File: src/rtl/vga_pixel_ce_gen.sv
// Phase-accumulator pixel clock-enable for VIDEO_ID_CODE 1-4 (optional ce_count window monitor: VGA_PIXEL_CE_MONITOR_EN).
// pix_ce is registered one cycle after the carry; mode_ready is low while draining/settling, so requesters hold mode_valid.
module vga_pixel_ce_gen #(
  parameter int CLK_HZ                = 148_500_000,
  parameter int ACC_WIDTH             = 32,
  parameter int DEFAULT_VIDEO_ID_CODE = 1,
  parameter int SETTLE_CYCLES         = 64,
  parameter int MON_LOG2              = 10
) (
  input  logic        clk_sys,
  input  logic        reset,
  input  logic [1:0]  mode_sel,
  input  logic        mode_valid,
  output logic        mode_ready,
  output logic        pix_ce,
  output logic        pix_clk,
  output logic        locked,
  output logic [1:0]  cur_mode
`ifdef VGA_PIXEL_CE_MONITOR_EN
  ,
  output logic [15:0] ce_count
`endif
);

  localparam logic [63:0] CLK64   = 64'(CLK_HZ);
  localparam logic [63:0] F_CODE1 = 64'd25_200_000;
  localparam logic [63:0] F_CODE2 = 64'd27_000_000;
  localparam logic [63:0] F_CODE4 = 64'd74_250_000;

  // Long division keeps one extra quotient bit so the increment is rounded, not truncated.
  function automatic logic [ACC_WIDTH-1:0] calc_inc(input logic [63:0] f_pix);
    logic [63:0]        rem;
    logic [ACC_WIDTH:0] q;
    rem = f_pix;
    q   = '0;
    for (int i = 0; i <= ACC_WIDTH; i++) begin
      rem = rem << 1;
      if (rem >= CLK64) begin
        rem = rem - CLK64;
        q   = {q[ACC_WIDTH-1:0], 1'b1};
      end else begin
        q   = {q[ACC_WIDTH-1:0], 1'b0};
      end
    end
    return q[ACC_WIDTH:1] + ACC_WIDTH'(q[0]);
  endfunction

  localparam logic [ACC_WIDTH-1:0] INC_C1 = calc_inc(F_CODE1);
  localparam logic [ACC_WIDTH-1:0] INC_C2 = calc_inc(F_CODE2);
  localparam logic [ACC_WIDTH-1:0] INC_C4 = calc_inc(F_CODE4);

  function automatic logic [ACC_WIDTH-1:0] inc_of(input logic [1:0] m);
    case (m)
      2'd0:       return INC_C1;
      2'd1, 2'd2: return INC_C2;
      default:    return INC_C4;
    endcase
  endfunction

  if (ACC_WIDTH < 16 || ACC_WIDTH > 48) begin : g_bad_acc_width
    $error("vga_pixel_ce_gen: ACC_WIDTH must be 16..48");
  end
  if (DEFAULT_VIDEO_ID_CODE < 1 || DEFAULT_VIDEO_ID_CODE > 4) begin : g_bad_default
    $error("vga_pixel_ce_gen: DEFAULT_VIDEO_ID_CODE must be 1..4");
  end
  if (SETTLE_CYCLES < 1 || MON_LOG2 < 1) begin : g_bad_counts
    $error("vga_pixel_ce_gen: SETTLE_CYCLES and MON_LOG2 must be at least 1");
  end
  if (F_CODE4 * 64'd2 > CLK64) begin : g_bad_clk
    $error("vga_pixel_ce_gen: CLK_HZ too low for 74.25 MHz pixel rate");
  end

  localparam int              CNT_W    = (SETTLE_CYCLES > 1) ? $clog2(SETTLE_CYCLES) : 1;
  localparam logic [CNT_W-1:0] CNT_INIT = CNT_W'(SETTLE_CYCLES - 1);
  localparam logic [1:0]      DEF_MODE = 2'(DEFAULT_VIDEO_ID_CODE - 1);

  typedef enum logic [1:0] {
    ST_SETTLE = 2'd0,
    ST_RUN    = 2'd1,
    ST_DRAIN  = 2'd2
  } state_t;

  state_t                 state_q, state_d;
  logic [CNT_W-1:0]       cnt_q, cnt_d;
  logic [ACC_WIDTH-1:0]   acc_q, acc_d;
  logic [ACC_WIDTH-1:0]   inc_q, inc_d;
  logic [1:0]             mode_q, mode_d;
  logic [1:0]             pend_q, pend_d;
  logic                   pix_ce_q, pix_ce_d;
  logic                   pix_clk_q;
  logic                   carry;
  logic [ACC_WIDTH-1:0]   acc_sum;

  assign {carry, acc_sum} = {1'b0, acc_q} + {1'b0, inc_q};

  always_comb begin
    state_d  = state_q;
    cnt_d    = cnt_q;
    acc_d    = acc_q;
    inc_d    = inc_q;
    mode_d   = mode_q;
    pend_d   = pend_q;
    pix_ce_d = 1'b0;
    case (state_q)
      ST_SETTLE: begin
        acc_d = '0;
        if (cnt_q == '0) state_d = ST_RUN;
        else             cnt_d   = cnt_q - CNT_W'(1);
      end
      ST_RUN: begin
        acc_d    = acc_sum;
        pix_ce_d = carry;
        if (mode_valid) begin
          pend_d = mode_sel;
          if (mode_sel != mode_q) state_d = ST_DRAIN;
        end
      end
      ST_DRAIN: begin
        acc_d    = acc_sum;
        pix_ce_d = carry;
        // Switch only on a pixel boundary so the last old-rate pixel is never truncated.
        if (carry) begin
          inc_d   = inc_of(pend_q);
          mode_d  = pend_q;
          acc_d   = '0;
          cnt_d   = CNT_INIT;
          state_d = ST_SETTLE;
        end
      end
      default: begin
        acc_d   = '0;
        cnt_d   = CNT_INIT;
        state_d = ST_SETTLE;
      end
    endcase
  end

  always_ff @(posedge clk_sys) begin
    if (reset) begin
      state_q   <= ST_SETTLE;
      cnt_q     <= CNT_INIT;
      acc_q     <= '0;
      inc_q     <= inc_of(DEF_MODE);
      mode_q    <= DEF_MODE;
      pend_q    <= DEF_MODE;
      pix_ce_q  <= 1'b0;
      pix_clk_q <= 1'b0;
    end else begin
      state_q   <= state_d;
      cnt_q     <= cnt_d;
      acc_q     <= acc_d;
      inc_q     <= inc_d;
      mode_q    <= mode_d;
      pend_q    <= pend_d;
      pix_ce_q  <= pix_ce_d;
      pix_clk_q <= acc_q[ACC_WIDTH-1];
    end
  end

  assign mode_ready = (state_q == ST_RUN);
  assign locked     = (state_q != ST_SETTLE);
  assign pix_ce     = pix_ce_q;
  assign pix_clk    = pix_clk_q;
  assign cur_mode   = mode_q;

`ifdef VGA_PIXEL_CE_MONITOR_EN
  logic [MON_LOG2-1:0] win_q;
  logic [15:0]         pcnt_q, pcnt_d;
  logic [15:0]         ce_count_q;
  logic [16:0]         pcnt_sum;

  // The wrap cycle's own pulse belongs to the closing window.
  assign pcnt_sum = {1'b0, pcnt_q} + 17'(pix_ce_q);
  assign pcnt_d   = pcnt_sum[16] ? 16'hFFFF : pcnt_sum[15:0];

  always_ff @(posedge clk_sys) begin
    if (reset) begin
      win_q      <= '0;
      pcnt_q     <= '0;
      ce_count_q <= '0;
    end else begin
      win_q <= win_q + MON_LOG2'(1);
      if (&win_q) begin
        ce_count_q <= pcnt_d;
        pcnt_q     <= '0;
      end else begin
        pcnt_q     <= pcnt_d;
      end
    end
  end

  assign ce_count = ce_count_q;
`endif

endmodule
File: config.mk
export PLATFORM = sky130hd
export DESIGN_NAME = vga_pixel_ce_gen
export DESIGN_NICKNAME = d
export VERILOG_FILES = /design/src/rtl/vga_pixel_ce_gen.sv
export SDC_FILE = /design/constraint.sdc
export NUM_CORES = 1
export LEC_CHECK = 0
export CELL_PAD_IN_SITES_DETAIL_PLACEMENT = 0
export CELL_PAD_IN_SITES_GLOBAL_PLACEMENT = 2
export CORE_ASPECT_RATIO = 1.75
export CORE_MARGIN = 5
export CORE_UTILIZATION = 41
export DETAILED_ROUTE_END_ITERATION = 8
export GPL_TIMING_DRIVEN = 0
export PLACE_DENSITY_LB_ADDON = 0.12
export SYNTH_ARGS = -nofsm -noshare
export SYNTH_HDL_FRONTEND = slang
export SYNTH_SLANG_ARGS = --single-unit
File: constraint.sdc
create_clock -name clk_sys -period 5.77 [get_ports clk_sys]
set_clock_uncertainty 0.15 [all_clocks]
set_input_delay 1.154 -clock clk_sys [delete_from_list [all_inputs] [get_ports clk_sys]]
set_output_delay 1.154 -clock clk_sys [all_outputs]
set_load 0.01 [all_outputs]
Word level (Yosys, flattened, before mapping)
Index checks and enable logic that the tools add are counted.
- $add $sub $neg: 2
- mux-type cells: 11
- bitwise gates (word level): 2
- eq/ne operators: 10
- reductions and logical operators: 11
- operator list (operator ; number):
    one-hot mux 32 bit (2 select lines) ; 2
    adder 32 x 32 -> 33 bit ; 1
    2-to-1 mux 32 bit ; 1
    one-hot mux 6 bit (3 select lines) ; 1
    2-to-1 mux 6 bit ; 2
    2-to-1 mux 2 bit ; 4
    inequality test 2 bit, second input constant ; 4
    logical NOT 6 bit ; 1
    one-hot mux 2 bit (3 select lines) ; 1
    OR reduction 2 bit ; 3
    subtractor 6 x 1 -> 6 bit, second input constant ; 1
    == test 2 x 1 -> 1 bit, second input constant ; 2
    == test 2 bit, second input constant ; 2
    logical NOT 2 bit ; 2
    AND reduction 2 bit ; 2
    AND reduction 4 bit ; 1
    AND reduction 3 bit ; 1
    inequality test 2 x 1 -> 1 bit, second input constant ; 1
    inequality test 2 bit ; 1
    inverter 1 bit ; 2
    nonzero test 2 bit ; 1
- bits of input ports: 5
- word-level logic and storage cells: 44
- output and inout port bits: 6
- register bits: 78

Logic depth before layout (Yosys ltp)
Gate-level depths: netlist (run 1).
- depth after elaboration: 4
- mapped depth: 13
- gate-level depth less buffers: 11

Worst setup path after synthesis (run 1)
Ideal clock, no wire load.
- path kind: register to register
- from: register inc_q[29]
- to: register acc_q[30]
- buffers on the path: 0
- clock period less this slack: 2974 ps
- required time: 5505 ps
- stages on the path, launching flop included: 12
- setup slack: 2796 ps
- arrival: 2709 ps
- setup time: 115 ps
- path through: dfxtp_1 -> ha_1 -> inv_1 -> fa_1 -> nand2b_1 -> a21o_1 -> a2111o_1 -> a2111oi_4 -> nor2_1 -> o31ai_2 -> xnor2_1 -> nor2_2
- longest elaborated chain between the ends: 3
- ends and longest elaborated chain (what ; RTL line ; RTL):
    from (decl) ; 86 ; logic [ACC_WIDTH-1:0] inc_q, inc_d;
    from (signal assigned) ; 143 ; inc_q <= inc_of(DEF_MODE);
    from (signal assigned) ; 152 ; inc_q <= inc_d;
    adder 32 x 32 -> 33 bit (*) ; 94 ; assign {carry, acc_sum} = {1'b0, acc_q} + {1'b0, inc_q};
    2-to-1 mux 32 bit ; 122 ; if (carry) begin
    one-hot mux 32 bit (2 select lines) (*) ; 104 ; case (state_q)
    to (signal assigned) ; 142 ; acc_q <= '0;
    to (signal assigned) ; 151 ; acc_q <= acc_d;
    to (decl) ; 85 ; logic [ACC_WIDTH-1:0] acc_q, acc_d;
Every way passes the cells marked *; elsewhere a longest branch is shown, timed or not.
A chain may end at the register's enable or synchronous reset.

Final worst setup path (run 1)
Same ends and word-level chain as after synthesis.

==> metrics.md, run 1 <==
| Metric | Value |
|---|---|
| Critical-path cell with the highest stage delay | dfxtp_1 |
| IO Port Bufs | 10 |
| Number of post-CTS setup repair buffers | 0 |
| Finished Layout Cells | 498 |
| Top FF cell, synth | dfxtp_1 |
| Diodes inserted | 0 |
| CP startpoint | inc_q[29]$_SDFFE_PP1P_ |
| Post-Syn Area per Cell | 8.480 sq um |
| Total CTS buffers | 5 |
| CP Data Arrival Time | 3450 ps |
| Seq/Total Area, Yosys | 30.19% |
| Synthesized netlist net count | 429 |
| Die height | 129.0 um |
| FF+latch count, synth | 50 |
| Crit start category | flip-flop |
| Critical path's top delay family | compound AO/OA/AOI/OAI gates |
| Via density | 5.612 |
| Final Setup Violations | 0 |
| Worst min-delay path class | reg2reg |
| WL final | 7908 um |
| Horiz. Die Dim | 77.98 um |
| Initial antenna violation count | 0 |
| Quantity of gates resized following cts | 0 |
| Routed len/inst | 15.88 um |
| Crit. End Element | flip-flop |
| Crit-path max cell delay | 540 ps |
| Synth Instances | 391 |
| Max-cap violation count | 0 |
| CTS Sinks | 50 |
| Nets@finish | 446 |
| Via Count | 2,795 |
| Post-Place Cells | 491 |
| Final Max Tran Viols | 0 |
| Clk Latency, worst-skew pair | 290 ps |
| Vias in the first global route | 2,848 |
| I/O pin total | 11 |
| DR DRC count | 0 |
| Yosys top cell by area | dfxtp_1 |
| Lkg Pwr | 0.001449 uW |
| RSZ-0062 raised after global routing | no |
| Post-layout util | 46.75% |
| Critical path required time | 5800 ps |
| CTS tree | built |
| Number of synthesized flops with an enable pin | 0 |
| Pin count of the biggest net entering global routing | 15 |
| First drt pass iteration count | 4 |
| Antenna Nets Post-Route | 0 |
| Reg-to-reg slack, setup | 2360 ps |
| FFs w/ async S/R, synth | 0% |
| H-tree Lvls | 2 |
| Final worst slack | 2357 ps |
| Clk buf depth | 2 |
| Worst slew pin tran | 1041 ps |
| DIE AREA | 10,060 sq um |
| Worst r2r path cells | 11 |
| Starting Density | 41.92% |
| Reg2reg start | inc_q[29]$_SDFFE_PP1P_ |
| Sequence of cells on the critical path | ha_1, inv_1, fa_1, nand2b_1, a21o_1, a2111o_1, a2111oi_4, nor2_1, o31ai_2, xnor2_1, nor2_2 |
| Synth top area cells | dfxtp_1 (30%), ha_1 (12%), nor2_1 (5.7%) |
| Reg clk slew, reported paths | 60 ps |
| Relative slew margins | 30.47% |
| Share of cells above drive strength 1 | 7.843% |
| Synth warn | 0 |
| Period utilization | 59.15% |
| DR iter-0 viols | 111 |
| Crit path buf inv count | 1 |
| Status | completed |
| Final Hold Viols | 0 |
| Gpl congestion | 0.7929 |
| Gr usage total | 16.56% |
| Peak supply drop | 0.0001698 V |
| CTS root buf | clkbuf_16 |
| FF-to-FF End | acc_q[30]$_SDFF_PP0_ |
| Hold Startpoint | acc_q[31]$_SDFF_PP0_ |
| Worst-path fanout max | 9 |
| PD cells | 190.6 nW/um^2 |
| Num rows | 43 |
| Top-area cell type share of the netlist area | 30.19% |
| Total gr overflow | 0 |
| Core area | 7909 sq um |
| CP endpoint | acc_q[30]$_SDFF_PP0_ |
| DP HPWL | 6202 um |
| Cell variety after synth | 60 |
| Minimum clock period | 3413 ps |
| Setup TNS | 0 ps |
| Pre-CTS worst setup slack | 2334 ps |
| Global-route wire length before repair | 13,480 um |
| Hold buffers post-CTS | 0 |
| Instance count on the critical path | 11 |
| FMAX | 293.0 MHz |
| Mapped cell area | 3316 sq um |
| WS Path Type | reg2reg |
| Syn-to-layout area delta | 11.51% |
==> layout make-up <==
class | count | area (sq um)
tap | 90 | 112.6
timing repair buffer | 10 | 100.1
clock inverter | 1 | 30.03
inverter | 20 | 75.07
fill | 830 | 4212
multi-input combinational | 309 | 2165
buffer | 12 | 75.07
clock buffer | 6 | 138.9
sequential | 50 | 1001
==> how the worst min path moves through the flow <==
stage / cells after the start / endpoint / slack, ps
after detailed placement: 1 / cnt_q[5]$_SDFFE_PP1P_ / 330
after global placement: 1 / cnt_q[5]$_SDFFE_PP1P_ / 310
after global routing: 1 / cnt_q[5]$_SDFFE_PP1P_ / 370
after CTS: 1 / cnt_q[5]$_SDFFE_PP1P_ / 350
final: 1 / pix_clk$_SDFF_PP0_ / 340
after floorplan: 1 / pix_clk$_SDFF_PP0_ / 290
==> routing by layer <==
metal  track usage [%]  vias up  share of wire (%)
met3             2.381       10                1.9
met1             17.39     1312                 40
met2             33.28       41                 56
met4             4.279        0                1.6
li1                  -     1432                  -
met5                 0        -                  0
==> synth_stat cells, drive strengths merged (4+ instances only) <==
cell type and n:
a31o 4, xor2 16, mux2i 6, clkbuf 5, nand3 12, nand2 26, nor2 51, o21ai 16
a211oi 7, dfxtp 50, nand4 7, nor2b 6, inv 20, a21oi 24, and3 4, nor3 10
a21boi 4, a21o 16, nand2b 5, a31oi 4, o31ai 6, buf 7, o211ai 6, ha 32
and2 4, xnor2 14
==> sequential cells by signal, indices dropped and copies added (netlist names) <==
name and flops:
pix_clk 1, cur_mode 2, cnt_q 6, pix_ce 1, acc_q 32, pend_q 2, state_q 2, inc_q 4
==> stage by stage <==
stage	power, uW	cell area [sq um]	hold slack (ps)
2_1_floorplan	363.6	3316	294.7
3_3_place_gp	370.4	3528	313.8
3_5_place_dp	370.4	3528	326.8
4_1_cts	716.7	3697	345.1
5_1_grt	736.5	3697	374.4
6_report	704.8	3697	337.6
==> worst reg2reg max path: cells and delay by family (launching register included) <==
family	cells	cell delay [ps]
buffers and inverters	1	70
and+or+nand+nor	3	350
AOI/OAI and AO/OA	4	1350
adders and majority gates	2	700
xor gates and xnor gates	1	170
DFF	1	540
==> cell families (layout without fill, tap and decap cells) <==
| kind of cell | after synthesis | after routing | synth area share [%] |
|---|---|---|---|
| fa+ha+maj | 33 | 33 | 12.68 |
| compound gates | 102 | 102 | 22.38 |
| flops | 50 | 50 | 30.19 |
| mux | 6 | 6 | 1.811 |
| buf+inv | 32 | 49 | 4.528 |
| xor+xnor | 30 | 30 | 7.924 |
| simple gates | 138 | 138 | 20.49 |
==> power by group <==
group | switching, uW | internal [uW]
Sequential | 1.95 | 347
Combinational | 7.01 | 6.69
Clock | 128 | 214
==> placed cells by master, fill, tap and decap left out, types with 4 or more instances in the layout <==
cell	count
nand2b_1	5
nand3_1	12
and2_1	4
xnor2_1	14
o21ai_0	15
clkbuf_16	5
and3_1	4
nor3_1	10
a21oi_1	23
ha_1	32
nand4_1	6
clkdlybuf4s50_1	10
o211ai_1	5
a31oi_1	4
inv_1	20
dfxtp_1	50
mux2i_1	6
a21o_1	16
clkbuf_1	5
xor2_1	16
nand2_1	26
o31ai_1	5
nor2_1	50
a211oi_1	7
nor2b_1	6
Power figures use the tool's default switching activity.
==> run 2, diff against run 1 <==
- CORE_UTILIZATION: 41 -> 34
- clock period: 5.77 -> 3.12 ns (I/O delays scaled with it)
==> run 2 against run 1 <==
Count of clock-buffer cells in the layout stayed put. Critical path type unchanged. Flip-flop and latch count stayed put. Total power is 76% higher. Largest cell class unchanged. First-iteration DRC count is 29% lower.
==> metrics.md, run 2 (synthesis gave the netlist of run 1 again) <==
| Metric | Value |
|---|---|
| Status | completed (unchanged) |
| Clk Latency, worst-skew pair | 290 ps (about the same) |
| Minimum clock period | 2981 ps (was 3413 ps) |
| CTS tree | built (unchanged) |
| Setup TNS | 0 ps (unchanged) |
| Gpl congestion | 0.7607 (was 0.7929) |
| Seq. cell area | 1012 sq um (was 1001 sq um) |
| Reg2reg start | acc_q[0]$_SDFF_PP0_ (was inc_q[29]$_SDFFE_PP1P_) |
| Commonest non-fill, non-tap cell in the layout | nor2_1 |
| Filler cell count | 1,018 (was 830) |
| Minimum hold slack | 332.8 ps (was 337.6 ps) |
| DR iter-0 viols | 79 (was 111) |
| Core area | 9527 sq um (was 7909 sq um) |
| Horiz. Die Dim | 84.65 um (was 77.98 um) |
| CP startpoint | acc_q[0]$_SDFF_PP0_ (was inc_q[29]$_SDFFE_PP1P_) |
| Final worst slack | 139.0 ps (was 2357 ps) |
| Syn-to-layout area delta | 15.28% (was 11.51%) |
| Worst-path fanout max | 4 (was 9) |
| Clk buf depth | 2 (unchanged) |
| Period utilization | 95.55% (was 59.15%) |
| CTS root buf | clkbuf_16 (unchanged) |
| CTS Sinks | 50 (unchanged) |
| Crit start category | flip-flop (unchanged) |
| WS Path Type | reg2reg (unchanged) |
| Lkg Pwr | 0.001507 uW (was 0.001449 uW) |
| Starting Density | 34.80% (was 41.92%) |
| Via density | 5.148 (was 5.612) |
| Nets@finish | 449 (was 446) |
| Total CTS buffers | 5 (unchanged) |
| DIE AREA | 11,900 sq um (was 10,060 sq um) |
| Worst slew pin tran | 1144 ps (was 1041 ps) |
| Final Max Tran Viols | 0 (unchanged) |
| Antenna Nets Post-Route | 0 (unchanged) |
| Worst min-delay path class | reg2reg (unchanged) |
| Diodes inserted | 0 (unchanged) |
| Share of cells above drive strength 1 | 11.89% (was 7.843%) |
| Peak supply drop | 0.0002163 V (was 0.0001698 V) |
| DR DRC count | 0 (unchanged) |
| FMAX | 335.5 MHz (was 293.0 MHz) |
| I/O pin total | 11 (unchanged) |
| Biggest regs | acc_q (32), cnt_q (6), inc_q (4) (unchanged) |
| WL final | 8524 um (was 7908 um) |
| Pre-CTS worst setup slack | -366.0 ps (was 2334 ps) |
| Max FFs per register | 32 (unchanged) |
| Vias in the first global route | 2,868 (was 2,848) |
| Critical path required time | 3160 ps (was 5800 ps) |
| PD cells | 324.9 nW/um^2 (was 190.6 nW/um^2) |
| Global-route wire length before repair | 14,480 um (was 13,480 um) |
| Via Count | 2,749 (was 2,795) |
| Die height | 140.6 um (was 129.0 um) |
| Routed len/inst | 15.96 um (was 15.88 um) |
| Largest Register | acc_q (unchanged) |
| CP Data Arrival Time | 3020 ps (was 3450 ps) |
| Pin count of the biggest net entering global routing | 16 (was 15) |
| Most used cells in the layout excluding fill and tap cells | nor2_1 (49), dfxtp_1 (47), ha_1 (31) (was nor2_1 (50), dfxtp_1 (50), ha_1 (32)) |
| IO Port Bufs | 10 (unchanged) |
| First drt pass iteration count | 4 (unchanged) |
| Final Setup Violations | 0 (unchanged) |
| Crit. End Element | flip-flop (unchanged) |
| Initial antenna violation count | 0 (unchanged) |
| Multi-input logic area | 2226 sq um (was 2165 sq um) |
| Relative slew margins | 23.56% (was 30.47%) |
| Num rows | 47 (was 43) |
| Gr usage total | 15.18% (was 16.56%) |
| DP HPWL | 6609 um (was 6202 um) |
| Reg clk slew, reported paths | 70 ps (was 60 ps) |
| H-tree Lvls | 2 (unchanged) |
| Max-cap violation count | 0 (unchanged) |
| Total gr overflow | 0 (unchanged) |
| Hold Startpoint | cnt_q[5]$_SDFFE_PP1P_ (was acc_q[31]$_SDFF_PP0_) |
| Final Hold Viols | 0 (unchanged) |
run 2: cell count changes in the layout (fill, tap and decap cells not counted), sizes merged:
cell and change:
bufinv -1, clkbuf -2, clkinv +1, clkinvlp +1
buf +5
run 2: repair_timing:
action / CTS / global route
pin swaps: 6 / 6
hold buffers: 0 / 0
setup buffers: 4 / 1
endpoints found under the setup margin: 45 / 40
gates resized for setup: 10 / 9
run 2: worst max-delay path, cell delays in order (launching register included):
cell and delay [ps]:
dfxtp_1 360, ha_4 160, inv_1 50, fa_2 350, nand2b_4 150, a21o_1 230, a2111o_1 490, a2111oi_4 410
nor2_2 100, o31ai_2 230, xnor2_1 170, nor2_2 40
run 2: metrics by stage:
stage	utilization, %	std cells	instance area (sq um)	power (uW)
2_1_floorplan	-	391	3316	672.5
3_3_place_gp	37.46	523	3568	685.7
3_5_place_dp	37.46	523	3568	685.5
4_1_cts	39.72	535	3784	1267
5_1_grt	40.12	534	3822	1292
6_report	40.12	534	3822	1242
run 2: final timing paths:
| check | to | slack [ps] | cells past startpoint |
|---|---|---|---|
| worst max-delay path | acc_q[30]$_SDFF_PP0_ | 140 | 11 |
| worst min register to register | cnt_q[5]$_SDFFE_PP1P_ | 330 | 1 |
| worst min-delay path | cnt_q[5]$_SDFFE_PP1P_ | 330 | 1 |
| worst max register to register | acc_q[30]$_SDFF_PP0_ | 140 | 11 |
run 2: cell type report:
class / instances / share of cell area [%]
sequential: 50 / 26.48
buffer: 10 / 1.768
timing repair buffer: 15 / 3.601
clock buffer: 6 / 3.633
tap: 122 / 3.993
inverter: 20 / 1.964
clock inverter: 2 / 0.3273
multi-input combinational: 309 / 58.23
run 2: power breakdown:
part	internal, uW	switching, uW	total, uW
registers	638	3.55	642
logic	12.4	12.9	25.3
clock network	319	256	575
run 2: per-layer routing:
metal	share of wire (%)	track usage [%]	wire, um	vias up
met5	0	0	0	-
met4	2.2	4.921	191	0
met3	1.5	2.043	124	10
met2	57	30.07	4837	23
met1	40	16.00	3369	1275
li1	-	-	-	1441
==> run 3, diff against run 2 <==
- PLACE_DENSITY: unset -> 0.83
- PLACE_DENSITY_LB_ADDON: 0.12 -> unset
==> run 3 against run 2 <==
Utilization increased by 0.53 points. Sequential share of layout area is 0.34 points lower. Cell area grew 1.3%. Highest routed layer unchanged. Fmax barely moved. Routed wire length fell by 0.60%. Critical endpoint is now acc_q[28]$_SDFF_PP0_. Global-route usage decreased by 0.79 points. Sequential power barely moved. Largest cell class unchanged.
==> metrics.md, run 3 (synthesis gave the netlist of run 1 again) <==
| Metric | Value |
|---|---|
| FMAX | 335.4 MHz (was 335.5 MHz) |
| First drt pass iteration count | 4 (unchanged) |
| Via density | 5.278 (was 5.148) |
| Sequence of cells on the critical path | ha_1, a21o_1, a31o_1, a32oi_4, o21ai_4, o211ai_4, a21oi_2, or2_1, clkbuf_4, buf_6, nor2_1 (was ha_4, inv_1, fa_2, nand2b_4, a21o_1, a2111o_1, a2111oi_4, nor2_2, o31ai_2, xnor2_1, nor2_2) |
| Routed len/inst | 15.81 um (was 15.96 um) |
| CTS tree | built (unchanged) |
| Max FFs per register | 32 (unchanged) |
| Reg clk slew, reported paths | 70 ps (about the same) |
| I/O pin total | 11 (unchanged) |
| Crit start category | flip-flop (unchanged) |
| Clk Latency, worst-skew pair | 290 ps (about the same) |
| Initial antenna violation count | 0 (unchanged) |
| Final Setup Violations | 0 (unchanged) |
| Worst min-delay path class | reg2reg (unchanged) |
| DP Area | 3568 sq um (unchanged) |
| Critical-path cell with the highest stage delay | dfxtp_4 (was a2111o_1) |
| DIE AREA | 11,900 sq um (unchanged) |
| Minimum clock period | 2982 ps (was 2981 ps) |
| Seq. cell area | 1012 sq um (unchanged) |
| Period utilization | 95.57% (was 95.55%) |
| DP HPWL | 6413 um (was 6609 um) |
| WL final | 8473 um (was 8524 um) |
| Antenna Nets Post-Route | 0 (unchanged) |
| Relative slew margins | 32.34% (was 23.56%) |
| Clk buf depth | 2 (unchanged) |
| DR iter-0 viols | 100 (was 79) |
| Total gr overflow | 0 (unchanged) |
| Status | completed (unchanged) |
| Final Hold Viols | 0 (unchanged) |
| Hold buffers post-CTS | 0 (unchanged) |
| Minimum hold slack | 334.4 ps (was 332.8 ps) |
| Worst slew pin tran | 1013 ps (was 1144 ps) |
| Critical path required time | 3200 ps (was 3160 ps) |
| Post-Place Cells | 523 (unchanged) |
| Finished Layout Cells | 536 (was 534) |
| Gr usage total | 14.39% (was 15.18%) |
| CTS Sinks | 50 (unchanged) |
| Horiz. Die Dim | 84.65 um (unchanged) |
| Commonest non-fill, non-tap cell in the layout | nor2_1 (unchanged) |
| RSZ-0062 raised after global routing | yes |
| Share of cells above drive strength 1 | 12.56% (was 11.89%) |
| Final worst slack | 138.3 ps (was 139.0 ps) |
| WL met2 | 4677 um (was 4837 um) |
| Most used cells in the layout excluding fill and tap cells | nor2_1 (49), dfxtp_1 (47), ha_1 (30) (was nor2_1 (49), dfxtp_1 (47), ha_1 (31)) |
| Num rows | 47 (unchanged) |
| Pre-CTS worst setup slack | -438.5 ps (was -366.0 ps) |
| DR top layer | met4 (unchanged) |
| Syn-to-layout area delta | 16.79% (was 15.28%) |
| Gpl congestion | 0.8283 (was 0.7607) |
| Via Count | 2,829 (was 2,749) |
| Post-Route M1 WL | 3334 um (was 3369 um) |
| Total CTS buffers | 5 (unchanged) |
| Crit. End Element | flip-flop (unchanged) |
| PD cells | 323.6 nW/um^2 (was 324.9 nW/um^2) |
| Largest Register | acc_q (unchanged) |
| Final Max Tran Viols | 0 (unchanged) |
| Die height | 140.6 um (unchanged) |
| Pin count of the biggest net entering global routing | 17 (was 16) |
| Biggest regs | acc_q (32), cnt_q (6), inc_q (4) (unchanged) |
| H-tree Lvls | 2 (unchanged) |
| Peak supply drop | 0.0003239 V (was 0.0002163 V) |
| CTS root buf | clkbuf_16 (unchanged) |
| CP Data Arrival Time | 3060 ps (was 3020 ps) |
| Lkg Pwr | 0.001504 uW (was 0.001507 uW) |
| Met3 Routed Length | 207 um (was 124 um) |
| WS Path Type | reg2reg (unchanged) |
| Vias in the first global route | 2,845 (was 2,868) |
| Diodes inserted | 0 (unchanged) |
| Multi-input logic area | 2252 sq um (was 2226 sq um) |
| DR DRC count | 0 (unchanged) |
| Worst-path fanout max | 10 (was 4) |
| Max-cap violation count | 0 (unchanged) |
| Reg-to-reg slack, setup | 140 ps (about the same) |
| Crit-path max cell delay | 410 ps (was 490 ps) |
| IO Port Bufs | 10 (unchanged) |
| Global-route wire length before repair | 13,820 um (was 14,480 um) |
| Core area | 9527 sq um (unchanged) |
| Nets@finish | 451 (was 449) |
| Starting Density | 34.80% (unchanged) |
| Filler cell count | 1,021 (was 1,018) |
| Design area | 3872 sq um (was 3822 sq um) |
| Tot Pwr | 1253 uW (was 1242 uW) |
-- run 3: changes by cell type in the layout (fill, tap and decap cells not counted), sizes merged --
| cell | delta |
|---|---|
| inv | +1 |
| clkbuf | +2 |
| clkinv | -1 |
-- run 3: area by class of cell --
| cell class | instances | area share, % |
|---|---|---|
| Buffer | 10 | 1.874 |
| Clock buffer | 6 | 3.586 |
| Clock inverter | 2 | 0.4200 |
| Inverter | 20 | 1.939 |
| Multi-Input combinational cell | 309 | 58.16 |
| Sequential cell | 50 | 26.14 |
| Tap cell | 122 | 3.942 |
| Timing Repair Buffer | 17 | 3.942 |
-- run 3: path summary, 6_finish.rpt --
| kind | start | to | cells past startpoint |
|---|---|---|---|
| worst max-delay path | inc_q[26]$_SDFFE_PP0P_ | acc_q[28]$_SDFF_PP0_ | 11 |
| worst min-delay path | cnt_q[5]$_SDFFE_PP1P_ | cnt_q[5]$_SDFFE_PP1P_ | 1 |
| worst max register to register | inc_q[26]$_SDFFE_PP0P_ | acc_q[28]$_SDFF_PP0_ | 11 |
| worst min register to register | cnt_q[5]$_SDFFE_PP1P_ | cnt_q[5]$_SDFFE_PP1P_ | 1 |
-- run 3: metrics by stage --
step	setup TNS, ps	util (%)
2_1_floorplan	0	-
3_3_place_gp	-15660	37.46
3_5_place_dp	-17120	37.46
4_1_cts	0	39.70
5_1_grt	-34.46	40.65
6_report	0	40.65
-- run 3: worst max-delay path: cells and delay by family, from the launching register on --
kind                       cells  cell delay [ps]
AOI/OAI and AO/OA              6             1270
adders and majority gates      1              380
buffers and inverters          2              340
DFF                            1              410
and+or+nand+nor                2              350
-- run 3: power by group --
| part | internal (uW) | switching (uW) | leakage (uW) |
|---|---|---|---|
| clock network | 323 | 263 | 0.0000735 |
| registers | 638 | 3.77 | 0.000404 |
| logic | 12.3 | 12.7 | 0.00103 |
| total | 973 | 280 | 0.00150 |
-- run 3: routing by layer --
| layer | track usage, % | vias up |
|---|---|---|
| li1 | - | 1448 |
| met1 | 14.81 | 1319 |
| met2 | 28.46 | 42 |
| met3 | 2.160 | 20 |
| met4 | 5.254 | 0 |
| met5 | 0 | - |
-- run 3: what timing repair did --
item,CTS,global route
gates cloned,0,0
buffers inserted,4,3
pin swaps,5,7
gates resized for setup,10,14
setup endpoints to repair,46,44
